### src/rtl/axi_node_seq_pkg.sv
// Shared constants and helpers for the AXI node write-ordering logic.
package axi_node_seq_pkg;

  localparam int                BEAT_W   = 8;
  localparam logic [BEAT_W-1:0] BEAT_SAT = 8'd255;
  localparam int                MAX_SLV  = 32;

  // One-hot of a slave index; callers cast the result down to their port count.
  function automatic logic [MAX_SLV-1:0] idx_to_onehot(input int unsigned idx);
    return MAX_SLV'(1) << idx;
  endfunction

endpackage

### src/rtl/axi_seq_fifo.sv
// Register-based FIFO with occupancy count and combinational head output.
module axi_seq_fifo #(
  parameter  int WIDTH = 2,
  parameter  int DEPTH = 4,
  localparam int PTR_W = $clog2(DEPTH),
  localparam int CNT_W = $clog2(DEPTH) + 1
) (
  input  logic             clk,
  input  logic             rst,
  input  logic             push,
  input  logic [WIDTH-1:0] din,
  input  logic             pop,
  output logic [WIDTH-1:0] head,
  output logic             full,
  output logic             empty,
  output logic [CNT_W-1:0] count
);

  logic [WIDTH-1:0] mem [DEPTH];
  logic [PTR_W-1:0] wr_ptr;
  logic [PTR_W-1:0] rd_ptr;
  logic [CNT_W-1:0] cnt;
  logic             push_ok;
  logic             pop_ok;

  assign full    = (cnt == CNT_W'(DEPTH));
  assign empty   = (cnt == '0);
  assign push_ok = push & ~full;
  assign pop_ok  = pop & ~empty;
  assign head    = mem[rd_ptr];
  assign count   = cnt;

  // NOTE: storage is not reset; an entry is only observed once count marks it valid.
  always_ff @(posedge clk) begin
    if (push_ok) mem[wr_ptr] <= din;
  end

  // Pointers wrap for free because DEPTH is a power of two.
  always_ff @(posedge clk) begin
    if (rst) begin
      wr_ptr <= '0;
      rd_ptr <= '0;
      cnt    <= '0;
    end else begin
      if (push_ok) wr_ptr <= wr_ptr + PTR_W'(1);
      if (pop_ok)  rd_ptr <= rd_ptr + PTR_W'(1);
      case ({push_ok, pop_ok})
        2'b10:   cnt <= cnt + CNT_W'(1);
        2'b01:   cnt <= cnt - CNT_W'(1);
        default: cnt <= cnt;
      endcase
    end
  end

endmodule

### src/rtl/axi_w_order_sequencer.sv
// Records AW destinations in order and steers W beats to the head destination until w_last.
module axi_w_order_sequencer
  import axi_node_seq_pkg::*;
#(
  parameter  int N_SLAVE    = 4,
  parameter  int FIFO_DEPTH = 4,
  localparam int SLV_W      = $clog2(N_SLAVE),
  localparam int CNT_W      = $clog2(FIFO_DEPTH) + 1
) (
  input  logic               clk,
  input  logic               rst,
  input  logic               aw_valid_i,
  input  logic [SLV_W-1:0]   aw_dest_i,
  output logic               aw_ready_o,
  output logic               aw_valid_o,
  input  logic               aw_ready_i,
  input  logic               w_valid_i,
  input  logic               w_last_i,
  output logic               w_ready_o,
  output logic [N_SLAVE-1:0] w_valid_o,
  input  logic [N_SLAVE-1:0] w_ready_i,
  output logic [CNT_W-1:0]   count_o,
  output logic [BEAT_W-1:0]  beat_cnt_o
);

  logic               full;
  logic               empty;
  logic               aw_hs;
  logic               w_hs;
  logic               pop;
  logic [SLV_W-1:0]   head;
  logic [N_SLAVE-1:0] head_oh;
  logic [BEAT_W-1:0]  beat_cnt;

  assign aw_valid_o = aw_valid_i & ~full;
  assign aw_ready_o = aw_ready_i & ~full;
  assign aw_hs      = aw_valid_i & aw_ready_i & ~full;

  // W routing looks only at the registered head, never at this cycle's AW.
  assign head_oh   = N_SLAVE'(idx_to_onehot(32'(head)));
  assign w_valid_o = empty ? '0 : (head_oh & {N_SLAVE{w_valid_i}});
  assign w_ready_o = ~empty & w_ready_i[head];
  assign w_hs      = w_valid_i & w_ready_o;
  assign pop       = w_hs & w_last_i;

  axi_seq_fifo #(
    .WIDTH (SLV_W),
    .DEPTH (FIFO_DEPTH)
  ) u_fifo (
    .clk   (clk),
    .rst   (rst),
    .push  (aw_hs),
    .din   (aw_dest_i),
    .pop   (pop),
    .head  (head),
    .full  (full),
    .empty (empty),
    .count (count_o)
  );

  always_ff @(posedge clk) begin
    if (rst || pop) begin
      beat_cnt <= '0;
    end else if (w_hs && beat_cnt != BEAT_SAT) begin
      beat_cnt <= beat_cnt + BEAT_W'(1);
    end
  end

  assign beat_cnt_o = beat_cnt;

endmodule

### config.mk
export PLATFORM = sky130hd
export DESIGN_NAME = axi_w_order_sequencer
export DESIGN_NICKNAME = d
export VERILOG_FILES = /design/src/rtl/axi_node_seq_pkg.sv /design/src/rtl/axi_seq_fifo.sv /design/src/rtl/axi_w_order_sequencer.sv
export SDC_FILE = /design/constraint.sdc
export NUM_CORES = 1
export LEC_CHECK = 0
export BUFFER_PORTS_ARGS = -buffer_cell sky130_fd_sc_hd__buf_2
export CAP_MARGIN = 20
export CORE_MARGIN = 2
export CORE_UTILIZATION = 47
export CTS_CLUSTER_SIZE = 12
export DETAILED_ROUTE_END_ITERATION = 6
export PLACE_DENSITY = 0.74
export SYNTH_ARGS = -nofsm -noshare
export SYNTH_HDL_FRONTEND = slang
export SYNTH_SLANG_ARGS = --single-unit
### constraint.sdc
create_clock -name clk -period 2.4 [get_ports clk]
set_input_delay 0 -clock clk [delete_from_list [all_inputs] [get_ports clk]]
set_output_delay 0 -clock clk [all_outputs]
set_load 0.005 [all_outputs]
==> results of run 1 <==
## registers in the layout, summed over array words and instances, names as in the netlist, named ones only
name           cells
u_fifo.wr_ptr      2
u_fifo.count       3
u_fifo.rd_ptr      2
beat_cnt_o         8
u_fifo.mem         8
## layout by cell type, fill, tap and decap left out, types with 3 or more instances in the layout
cell	synthesis	routed
sky130_fd_sc_hd__clkbuf_4	0	3
sky130_fd_sc_hd__nand3_1	3	3
sky130_fd_sc_hd__nand2b_1	4	4
sky130_fd_sc_hd__mux2i_1	4	4
sky130_fd_sc_hd__and3_1	5	4
sky130_fd_sc_hd__buf_2	0	29
sky130_fd_sc_hd__nor2b_1	4	4
sky130_fd_sc_hd__inv_1	3	3
sky130_fd_sc_hd__edfxtp_1	8	8
sky130_fd_sc_hd__xnor2_1	7	7
sky130_fd_sc_hd__buf_4	0	8
sky130_fd_sc_hd__dfxtp_1	17	16
sky130_fd_sc_hd__dlygate4sd3_1	0	3
sky130_fd_sc_hd__nand2_1	4	4
sky130_fd_sc_hd__nor2_1	25	24
sky130_fd_sc_hd__ha_1	5	5
## power by group through the flow
stage | clock, mW | combinational, mW | sequential, mW
after global routing | 0.208 | 0.151 | 0.463
after floorplan | 0 | 0.0810 | 0.469
after global placement | 0 | 0.125 | 0.469
final | 0.186 | 0.135 | 0.461
after detailed placement | 0 | 0.128 | 0.471
after CTS | 0.194 | 0.133 | 0.461
## metal layers
| layer | global-route usage, % | up-vias | part of all wire (%) |
|---|---|---|---|
| met3 | 2.33 | 4 | 4.6 |
| met4 | 6.12 | 0 | 1.3 |
| met1 | 21.6 | 432 | 49 |
| met2 | 25.0 | 26 | 45 |
| li1 | - | 489 | - |
| met5 | 0 | - | 0 |
## stage by stage
| stage | hold slack (ns) | std cells | util (%) |
|---|---|---|---|
| final | 0.103 | 190 | 63.1 |
| after global routing | 0.129 | 190 | 63.1 |
| after CTS | 0.0872 | 191 | 62.6 |
| after detailed placement | 0.224 | 183 | 60.1 |
| after global placement | 0.214 | 183 | 60.1 |
| after floorplan | 0.0989 | 120 | - |
## kinds of logic (layout without fill, tap and decap cells)
group / after synthesis / count (layout) / share of synthesized area, %
AOI/OAI and AO/OA: 7 / 7 / 3.32
xor gates and xnor gates: 10 / 10 / 7.42
adders and majority gates: 6 / 6 / 6.45
buffers and inverters: 7 / 47 / 2.64
DFF: 25 / 25 / 45.3
muxes: 9 / 9 / 9.28
and+or+nand+nor: 56 / 56 / 25.6
## worst max-delay path, stage by stage, from the launching register on
cell	delay (ns)
sky130_fd_sc_hd__dfxtp_2	0.36
sky130_fd_sc_hd__mux4_2	0.54
sky130_fd_sc_hd__mux2i_1	0.18
sky130_fd_sc_hd__mux2_4	0.18
sky130_fd_sc_hd__nand3b_4	0.14
sky130_fd_sc_hd__nor2_4	0.03
sky130_fd_sc_hd__fa_2	0.34
sky130_fd_sc_hd__and3_4	0.15
sky130_fd_sc_hd__mux2i_1	0.14
sky130_fd_sc_hd__mux2_1	0.34
## Yosys cell counts (2+ instances only)
master,count
sky130_fd_sc_hd__nor2_1,25
sky130_fd_sc_hd__dfxtp_1,17
sky130_fd_sc_hd__edfxtp_1,8
sky130_fd_sc_hd__xnor2_1,7
sky130_fd_sc_hd__and3_1,5
sky130_fd_sc_hd__ha_1,5
sky130_fd_sc_hd__mux2i_1,4
sky130_fd_sc_hd__nand2_1,4
sky130_fd_sc_hd__nand2b_1,4
sky130_fd_sc_hd__nor2b_1,4
sky130_fd_sc_hd__clkbuf_1,3
sky130_fd_sc_hd__inv_1,3
sky130_fd_sc_hd__nand3_1,3
sky130_fd_sc_hd__a21oi_1,2
sky130_fd_sc_hd__mux2_1,2
sky130_fd_sc_hd__mux4_2,2
sky130_fd_sc_hd__nor3_1,2
sky130_fd_sc_hd__nor4_2,2
sky130_fd_sc_hd__xor2_1,2
## path summary, 6_finish.rpt
| path | endpoint | slack (ns) |
|---|---|---|
| max | u_fifo.count[2]$_SDFFE_PP0P_ | -0.09 |
| min | u_fifo.rd_ptr[1]$_SDFFE_PP0P_ | 0.10 |
| max reg2reg | u_fifo.count[2]$_SDFFE_PP0P_ | -0.09 |
| min reg2reg | u_fifo.rd_ptr[1]$_SDFFE_PP0P_ | 0.53 |
## layout make-up
| type | instances | area [um2] |
|---|---|---|
| Inverter | 3 | 11.3 |
| Clock buffer | 4 | 26.3 |
| Fill cell | 219 | 930 |
| Sequential cell | 25 | 582 |
| Multi-Input combinational cell | 88 | 701 |
| Tap cell | 30 | 37.5 |
| Timing Repair Buffer | 40 | 235 |
## timing repair
item | CTS | global route
endpoints found under the hold margin | 13 | 0
setup endpoints to repair | 1 | 2
buffers inserted | 1 | 0
gates cloned | 0 | 0
pin swaps | 1 | 1
resized for setup | 0 | 3
hold buffers | 3 | 0
==> metrics.md, run 1 <==
| Metric | Value |
|---|---|
| Clock tree from TritonCTS | done |
| Sequential fraction of the synthesis area | 45.3% |
| Global routing usage summed across all routing layers | between 10% and 20% |
| Hold Vio Cnt, Final | 0 |
| Clock insertion delay at the later pin of the skew report | slightly above 0.3 ns |
| Placed instance area | 1520 um2 |
| Number of different library cells in the post-synthesis netlist | 35 |
| Actual transition at the worst max-transition pin | 0.567 ns |
| Synth Area per Inst | around 11 um2 |
| Main area contributors after synthesis | sky130_fd_sc_hd__dfxtp_1, sky130_fd_sc_hd__edfxtp_1, sky130_fd_sc_hd__nor2_1 |
| Remaining antenna violation count | 0 |
| Vias in the first global route | 906 |
| RSZ-0062 raised after global routing | yes |
| Nets in the synthesized netlist | about 140 |
| Final Setup Violations | 1 |
| Worst Path Arrival | 2.71 ns |
| IO Port Bufs | 29 |
| # rows | 18 |
| Final worst setup slack | -0.0939 ns |
| Post-route cell area | 1590 um2 |
| Width of the chip | 56.2 um |
| Fraction of final layout cells with drive strength greater than 1 | 33.8% |
| Type of the tightest min-delay check | input port to register |
| HPWL after DPL | approximately 1700 um |
| Nature of the critical path startpoint | register |
| Async S/R FF share, synth | 0% |
| Tightest slew margin relative to the limit | 61.9% |
| Static leakage | 0.700 nW |
| Synth Register Bits | 25 |
| Area growth from synthesis to layout | 24.3% |
| Clock power frac | 23.8% |
| Synth Cell Area | roughly 1300 um2 |
| CTS Buf Count | 3 |
| Detail-routed via count per cell | approximately 5 |
| Internal power | 0.581 mW |
| Initial detailed-routing violation count | 23 |
| Via count | about 950 |
| R2R depth | 9 |
| Detailed-route wire length | 2280 um |
| Placeable core region | 2520 um2 |
| Req. time, crit path | about 2.6 ns |
| Combinational share of power | 17.3% |
| Outcome | finished, violations left |
| Critical hold path startpoint | w_last_i |
| Total number of clock tree sinks | 25 |
| Grt total ovfl | 0 |
| Antenna violations before repair | 0 |
| Hold Crit Depth | 4 |
| Endpoint class of the critical path | register |
| Root Buffer Master | sky130_fd_sc_hd__clkbuf_4 |
| Number of flops mapped to enable cells by yosys | 8 |
| Clock transition at the registers of the reported paths | 0.13 ns |
| I/O pin cnt | 30 |
| Drt drc | 0 |
| Critical-path maximum fanout | 3 |
| Min Clock Period, post-route | around 2.5 ns |
| Type of the worst setup path | register to register |
| Largest vdd supply drop | 0.000346 V |
| Die H | roughly 56 um |
| Switching power summed over all nets | 0.201 mW |
| H-tree Lvls | 1 |
| Total of max-cap violations | 0 |
| Aggregate negative setup slack | -0.0939 ns |
| Wire per inst | between 10 and 15 um |
| Gate Count Post-Synth | 120 |
| Net count of the finished layout | roughly 180 |
| Initial cell density of the core | 50.8% |
| Final setup skew | 0.00113 ns |
| Switching part of the total | 25.7% |
| Total power | 0.782 mW |
| Buffers from clock root to sink, at most | 2 |
| Die area | ~3200 um2 |
| GP Congestion | 0.796 |
| Largest net degree at the start of global routing | 14 |
| Power share of the sequential group | 59.0% |
| Post-placement worst setup slack | -0.0931 ns |
| Number of antenna cells inserted | 0 |
| Wire length of the first global-routing pass | 3970 um |
| Main synth FF type | sky130_fd_sc_hd__dfxtp_1 |
| Violations in the final reports | setup timing |
| Pre-Repair DR Iteration Count | 4 |
| Pins over their slew limit | 0 |
| Maximum operating frequency | 401 MHz |
| Total number of yosys warnings | 0 |
| Share of the synthesized area in the top cell type | 26.6% |
| Total power density per cell area | 491 nW/um2 |
| Post-synth top area cell | sky130_fd_sc_hd__dfxtp_1 |
| Final Cycle Share | 104% |
Note: power is estimated with default switching activity, not from simulation.
==> run 2: changes to the inputs <==
--- a/config.mk
+++ b/config.mk
@@ -12,6 +12,7 @@
 export CTS_CLUSTER_SIZE = 12
 export DETAILED_ROUTE_END_ITERATION = 6
 export PLACE_DENSITY = 0.74
+export SKIP_LAST_GASP = 1
 export SYNTH_ARGS = -nofsm -noshare
 export SYNTH_HDL_FRONTEND = slang
 export SYNTH_SLANG_ARGS = --single-unit
==> metrics.md, run 2 (synthesis results as in run 1) <==
| Metric | Value |
|---|---|
| Outcome | finished, violations left |
| Violations in the final reports | setup timing |
| Root Buffer Master | sky130_fd_sc_hd__clkbuf_4 |
| Area growth from synthesis to layout | 23.9% |
| Final core utilization | 62.9% |
| Reg-to-reg slack, setup | -0.09 ns |
| Maximum operating frequency | about 400 MHz |
| H-tree Lvls | 1 |
| Req. time, crit path | approximately 2.6 ns |
| RSZ-0062 raised after global routing | yes |
| Hold Vio Cnt, Final | 0 |
| Largest net degree at the start of global routing | 14 |
| Width of the chip | 56.2 um |
| Switching power summed over all nets | 0.201 mW |
| Buffers from clock root to sink, at most | 2 |
| Worst Path Arrival | 2.71 ns |
| Count of filler cells inserted in the layout | 219 |
| Count of buffer and inverter cells on the critical path | 0 |
| Total of max-cap violations | 0 |
| Final worst setup slack | -0.0919 ns |
| Static leakage | 0.702 nW |
| Final Cycle Share | 104% |
| Remaining antenna violation count | 0 |
| Commonest cells after routing, fill and taps aside | sky130_fd_sc_hd__buf_2, sky130_fd_sc_hd__nor2_1, sky130_fd_sc_hd__dfxtp_1 |
| Net count of the finished layout | roughly 180 |
| Clock transition at the registers of the reported paths | 0.13 ns |
| R2R depth | 9 |
| Pre-Repair DR Iteration Count | 4 |
| Initial detailed-routing violation count | 18 |
| Internal power | between 0.5 and 0.6 mW |
| Type of the tightest min-delay check | input port to register |
| # rows | 18 |
| Destination of the worst register-to-register timing path | u_fifo.count[2]$_SDFFE_PP0P_ |
| Cell type of the slowest stage on the worst timing path | sky130_fd_sc_hd__mux4_2 |
| Cell chain of the critical path | mux4_2, mux2i_1, mux2_4, nand3b_4, nor2_4, fa_2, and3_1, mux2i_1, mux2_1 |
| Count of placed standard cells including taps | 183 |
| Vias in the first global route | about 900 |
| HPWL after DPL | roughly 1700 um |
| Wire per inst | 12.1 um |
| Total power density per cell area | 492 nW/um2 |
| Number of antenna cells inserted | 0 |
| Clock tree from TritonCTS | done |
| Fraction of final layout cells with drive strength greater than 1 | 33.1% |
| Number of stages on the worst setup path | 9 |
| End point of the critical path | u_fifo.count[2]$_SDFFE_PP0P_ |
| GP Congestion | 0.796 |
| Largest incremental delay on the critical path | ~0.54 ns |
| IO Port Bufs | 29 |
| Type of the worst setup path | register to register |
| Cell type with the highest occurrence count on the critical path | sky130_fd_sc_hd__mux2i_1 |
| Drt drc | 0 |
| Wire length of the first global-routing pass | 3970 um |
| Post-route cell area | around 1600 um2 |
| Placeable core region | 2520 um2 |
| Actual transition at the worst max-transition pin | 0.567 ns |
| Top delay family on crit path | multiplexers |
| Antenna violations before repair | 0 |
| Die area | around 3200 um2 |
| Global routing usage summed across all routing layers | 15.8% |
| Pins over their slew limit | 0 |
| Combinational share of power | 17.2% |
| Nature of the critical path startpoint | register |
| Critical-path maximum fanout | 3 |
| Largest vdd supply drop | 0.000346 V |
| I/O pin cnt | 30 |
| Final setup skew | 0.00241 ns |
| Post-placement worst setup slack | -0.0931 ns |
| Clock power frac | 23.8% |
| Die H | 56.2 um |
| Power share of the sequential group | ~59% |
| Switching part of the total | 25.7% |
| Via count | 951 |
| Clock insertion delay at the later pin of the skew report | ~0.31 ns |
| Most common cell after layout, fill and taps aside | sky130_fd_sc_hd__buf_2 |
| Detail-routed via count per cell | between 5 and 6 |
| Final Setup Violations | 1 |
| Layout Cells excl Fill | 190 |
| Endpoint class of the critical path | register |
| CTS Buf Count | 3 |
| Placed instance area | 1520 um2 |
| Total number of clock tree sinks | 25 |
| Min Clock Period, post-route | 2.49 ns |
| Initial cell density of the core | between 50% and 60% |
| Tightest slew margin relative to the limit | 61.9% |
| Grt total ovfl | 0 |
| Detailed-route wire length | 2290 um |
==> run 2: cell counts in the layout (fill, tap and decap cells not counted) <==
Identical to the previous run, type by type.
==> run 2: stage by stage <==
stage	hold slack, ns	setup TNS, ns	total power, mW
after floorplan	0.0989	-0.0846	0.550
after global placement	0.214	-0.0237	0.594
after detailed placement	0.224	-0.0931	0.598
after CTS	0.0872	-0.0906	0.789
after global routing	0.129	-0.244	0.822
final	0.104	-0.0919	0.782
==> run 2: cell type report <==
cell class              instances  area [um2]  share of cell area, %
clock buffers                   4        26.3                   1.65
inverters                       3        11.3                  0.709
multi-input cells              88         696                   43.8
flip-flops and latches         25         582                   36.6
well taps                      30        37.5                   2.36
repair buffers                 40         235                   14.8
==> run 2: worst register-to-register path, stage by stage (launching register included) <==
cell and delay, ns:
sky130_fd_sc_hd__dfxtp_2 0.36, sky130_fd_sc_hd__mux4_2 0.54, sky130_fd_sc_hd__mux2i_1 0.18, sky130_fd_sc_hd__mux2_4 0.18
sky130_fd_sc_hd__nand3b_4 0.14, sky130_fd_sc_hd__nor2_4 0.03, sky130_fd_sc_hd__fa_2 0.33, sky130_fd_sc_hd__and3_1 0.15
sky130_fd_sc_hd__mux2i_1 0.15, sky130_fd_sc_hd__mux2_1 0.34
==> run 2: metal layers <==
metal	wire (um)	vias to the layer above	GRT usage, %
li1	-	489	-
met4	30	0	6.12
met2	1040	24	25.0
met3	102	4	2.33
met5	0	-	0
met1	1120	434	21.6
==> run 2: how the worst min path moves through the flow <==
stage / end / slack, ns / start / cells after the start
after floorplan: u_fifo.mem[0][0]$_DFFE_PP_ / 0.1 / aw_dest_i[0] / 0
after detailed placement: u_fifo.mem[0][1]$_DFFE_PP_ / 0.22 / aw_dest_i[1] / 1
after CTS: u_fifo.rd_ptr[1]$_SDFFE_PP0P_ / 0.09 / w_last_i / 4
after global placement: u_fifo.mem[1][1]$_DFFE_PP_ / 0.21 / aw_dest_i[1] / 1
after global routing: u_fifo.rd_ptr[1]$_SDFFE_PP0P_ / 0.13 / w_last_i / 4
final: u_fifo.rd_ptr[1]$_SDFFE_PP0P_ / 0.10 / w_last_i / 4
==> run 2: power by group through the flow <==
stage	Sequential, mW	Clock, mW	Combinational, mW
after floorplan	0.469	0	0.0810
after global placement	0.469	0	0.125
after detailed placement	0.471	0	0.128
after CTS	0.461	0.194	0.133
after global routing	0.463	0.208	0.151
final	0.461	0.186	0.135
==> run 2: repair_timing <==
action	in CTS	in global routing
pin swaps	1	1
endpoints found under the hold margin	13	0
gates resized for setup	0	2
buffers inserted	1	0
setup endpoints to repair	1	2
hold buffers	3	0
==> run 3: changes to the inputs <==
--- a/config.mk
+++ b/config.mk
@@ -12,6 +12,8 @@
 export CTS_CLUSTER_SIZE = 12
 export DETAILED_ROUTE_END_ITERATION = 6
 export PLACE_DENSITY = 0.74
+export RECOVER_POWER = 50
+export SETUP_SLACK_MARGIN = 0.5
 export SKIP_LAST_GASP = 1
 export SYNTH_ARGS = -nofsm -noshare
 export SYNTH_HDL_FRONTEND = slang
==> constraint.sdc (replaced) <==
create_clock -name clk -period 2 [get_ports clk]
set_input_delay 0 -clock clk [delete_from_list [all_inputs] [get_ports clk]]
set_output_delay 0 -clock clk [all_outputs]
set_load 0.005 [all_outputs]
==> metrics.md, run 3 (synthesis results as in run 1) <==
| Metric | Value |
|---|---|
| Vias in the first global route | just over 1000 |
| Commonest cells after routing, fill and taps aside | sky130_fd_sc_hd__buf_2, sky130_fd_sc_hd__nor2_1, sky130_fd_sc_hd__dfxtp_1 |
| GP Congestion | approximately 0.72 |
| Placed instance area | 1630 um2 |
| Via count | 1038 |
| Wire length of the first global-routing pass | approximately 4400 um |
| Final worst setup slack | -0.496 ns |
| Root Buffer Master | sky130_fd_sc_hd__clkbuf_4 |
| Critical-path maximum fanout | 3 |
| Grt total ovfl | 0 |
| Wire per inst | 12.6 um |
| Width of the chip | 56.2 um |
| Nature of the critical path startpoint | register |
| Placeable core region | between 2000 and 3000 um2 |
| Drt drc | 0 |
| Maximum operating frequency | 401 MHz |
| Hold Crit Depth | 4 |
| Post-route cell area | 1810 um2 |
| Buffers from clock root to sink, at most | 2 |
| Req. time, crit path | roughly 2.2 ns |
| IO Port Bufs | 29 |
| Largest net degree at the start of global routing | 14 |
| Total power density per cell area | 557 nW/um2 |
| Type of the tightest min-delay check | input port to register |
| I/O pin cnt | 30 |
| Count of placed standard cells including taps | 191 |
| Number of antenna cells inserted | 0 |
| Total number of clock tree sinks | 25 |
| Final Setup Violations | 16 |
| Die H | between 50 and 60 um |
| Final setup skew | 0.0124 ns |
| Pre-Repair DR Iteration Count | 4 |
| Antenna violations before repair | 0 |
| Hold Vio Cnt, Final | 0 |
| H-tree Lvls | 1 |
| Detailed-route wire length | roughly 2600 um |
| Total power | about 1 mW |
| CTS Buf Count | 3 |
| Final core utilization | 71.9% |
| Worst hold slack across all endpoints | about 0.12 ns |
| Net count of the finished layout | slightly below 200 |
| Remaining antenna violation count | 0 |
| Type of the worst setup path | register to register |
| Endpoint class of the critical path | register |
| Total of max-cap violations | 0 |
| Clock insertion delay at the later pin of the skew report | 0.31 ns |
| Actual transition at the worst max-transition pin | 0.700 ns |
| Violations in the final reports | setup timing |
| Worst Path Arrival | 2.70 ns |
| Initial detailed-routing violation count | 20 |
| Pins over their slew limit | 0 |
| Post-placement worst setup slack | -0.520 ns |
| Aggregate negative setup slack | -4.04 ns |
| Static leakage | 0.821 nW |
| Area growth from synthesis to layout | 41.5% |
| Most common cell after layout, fill and taps aside | sky130_fd_sc_hd__buf_2 |
| Clock transition at the registers of the reported paths | 0.13 ns |
| Fraction of final layout cells with drive strength greater than 1 | 38.9% |
| RSZ-0062 raised after global routing | yes |
| Largest vdd supply drop | 0.000468 V |
| Die area | 3160 um2 |
| # rows | 18 |
| Initial cell density of the core | 50.8% |
| Outcome | finished, violations left |
| Final Cycle Share | 125% |
| R2R depth | 9 |
| Layout Cells excl Fill | 205 |
| Global routing usage summed across all routing layers | 17.6% |
| HPWL after DPL | between 1500 and 2000 um |
| Detail-routed via count per cell | 5.06 |
| Min Clock Period, post-route | approximately 2.5 ns |
| Clock tree from TritonCTS | done |
| Tightest slew margin relative to the limit | 53.0% |
-- run 3: cell count changes in the layout (fill, tap and decap cells not counted), moves of 2 or more --
cell / delta
sky130_fd_sc_hd__nor4_4: +2
sky130_fd_sc_hd__buf_6: +3
sky130_fd_sc_hd__clkbuf_1: +5
sky130_fd_sc_hd__buf_2: -3
sky130_fd_sc_hd__buf_4: +7
sky130_fd_sc_hd__buf_12: +2
sky130_fd_sc_hd__nor4_2: -2
-- run 3: layer usage --
layer  up-vias  track usage (%)  share of wire, %
met5         -                0                 0
li1        524                -                 -
met1       481             21.9                43
met3         4             2.79               4.5
met2        29             31.6                51
met4         0             4.42              0.93
-- run 3: worst max-delay path, stage by stage, from the launching register on --
cell	delay (ns)
sky130_fd_sc_hd__edfxtp_1	0.39
sky130_fd_sc_hd__mux4_2	0.53
sky130_fd_sc_hd__mux2i_1	0.17
sky130_fd_sc_hd__mux2_4	0.17
sky130_fd_sc_hd__nand3b_4	0.14
sky130_fd_sc_hd__nor2_4	0.03
sky130_fd_sc_hd__fa_2	0.33
sky130_fd_sc_hd__and3_1	0.15
sky130_fd_sc_hd__mux2i_1	0.14
sky130_fd_sc_hd__mux2_1	0.33
-- run 3: path summary, 6_finish.rpt --
check | start | slack (ns) | endpoint
worst max-delay path | u_fifo.mem[3][0]$_DFFE_PP_ | -0.50 | u_fifo.count[2]$_SDFFE_PP0P_
worst min-delay path | w_last_i | 0.12 | register
worst max register to register | u_fifo.mem[3][0]$_DFFE_PP_ | -0.50 | u_fifo.count[2]$_SDFFE_PP0P_
worst min register to register | u_fifo.count[1]$_SDFFE_PP0P_ | 0.51 | u_fifo.count[1]$_SDFFE_PP0P_
-- run 3: what timing repair did --
action / CTS / global route
gates resized for setup: 9 / 6
setup endpoints to repair: 20 / 20
hold endpoints to repair: 10 / 0
pin swaps: 10 / 8
hold buffers: 3 / 0
gates cloned: 1 / 0
setup buffers: 1 / 4
-- run 3: report_power, final --
group | switching (mW) | total, mW | internal [mW]
registers | 0.0115 | 0.550 | 0.538
logic | 0.111 | 0.242 | 0.131
clock network | 0.140 | 0.218 | 0.0779
total | 0.262 | 1.01 | 0.747
-- run 3: cell type report --
type | instances | area (um2)
fill | 193 | 709
sequential | 25 | 582
clock buffer | 4 | 26.3
tap | 30 | 37.5
timing repair buffer | 55 | 393
multi-input combinational | 88 | 763
inverter | 3 | 11.3
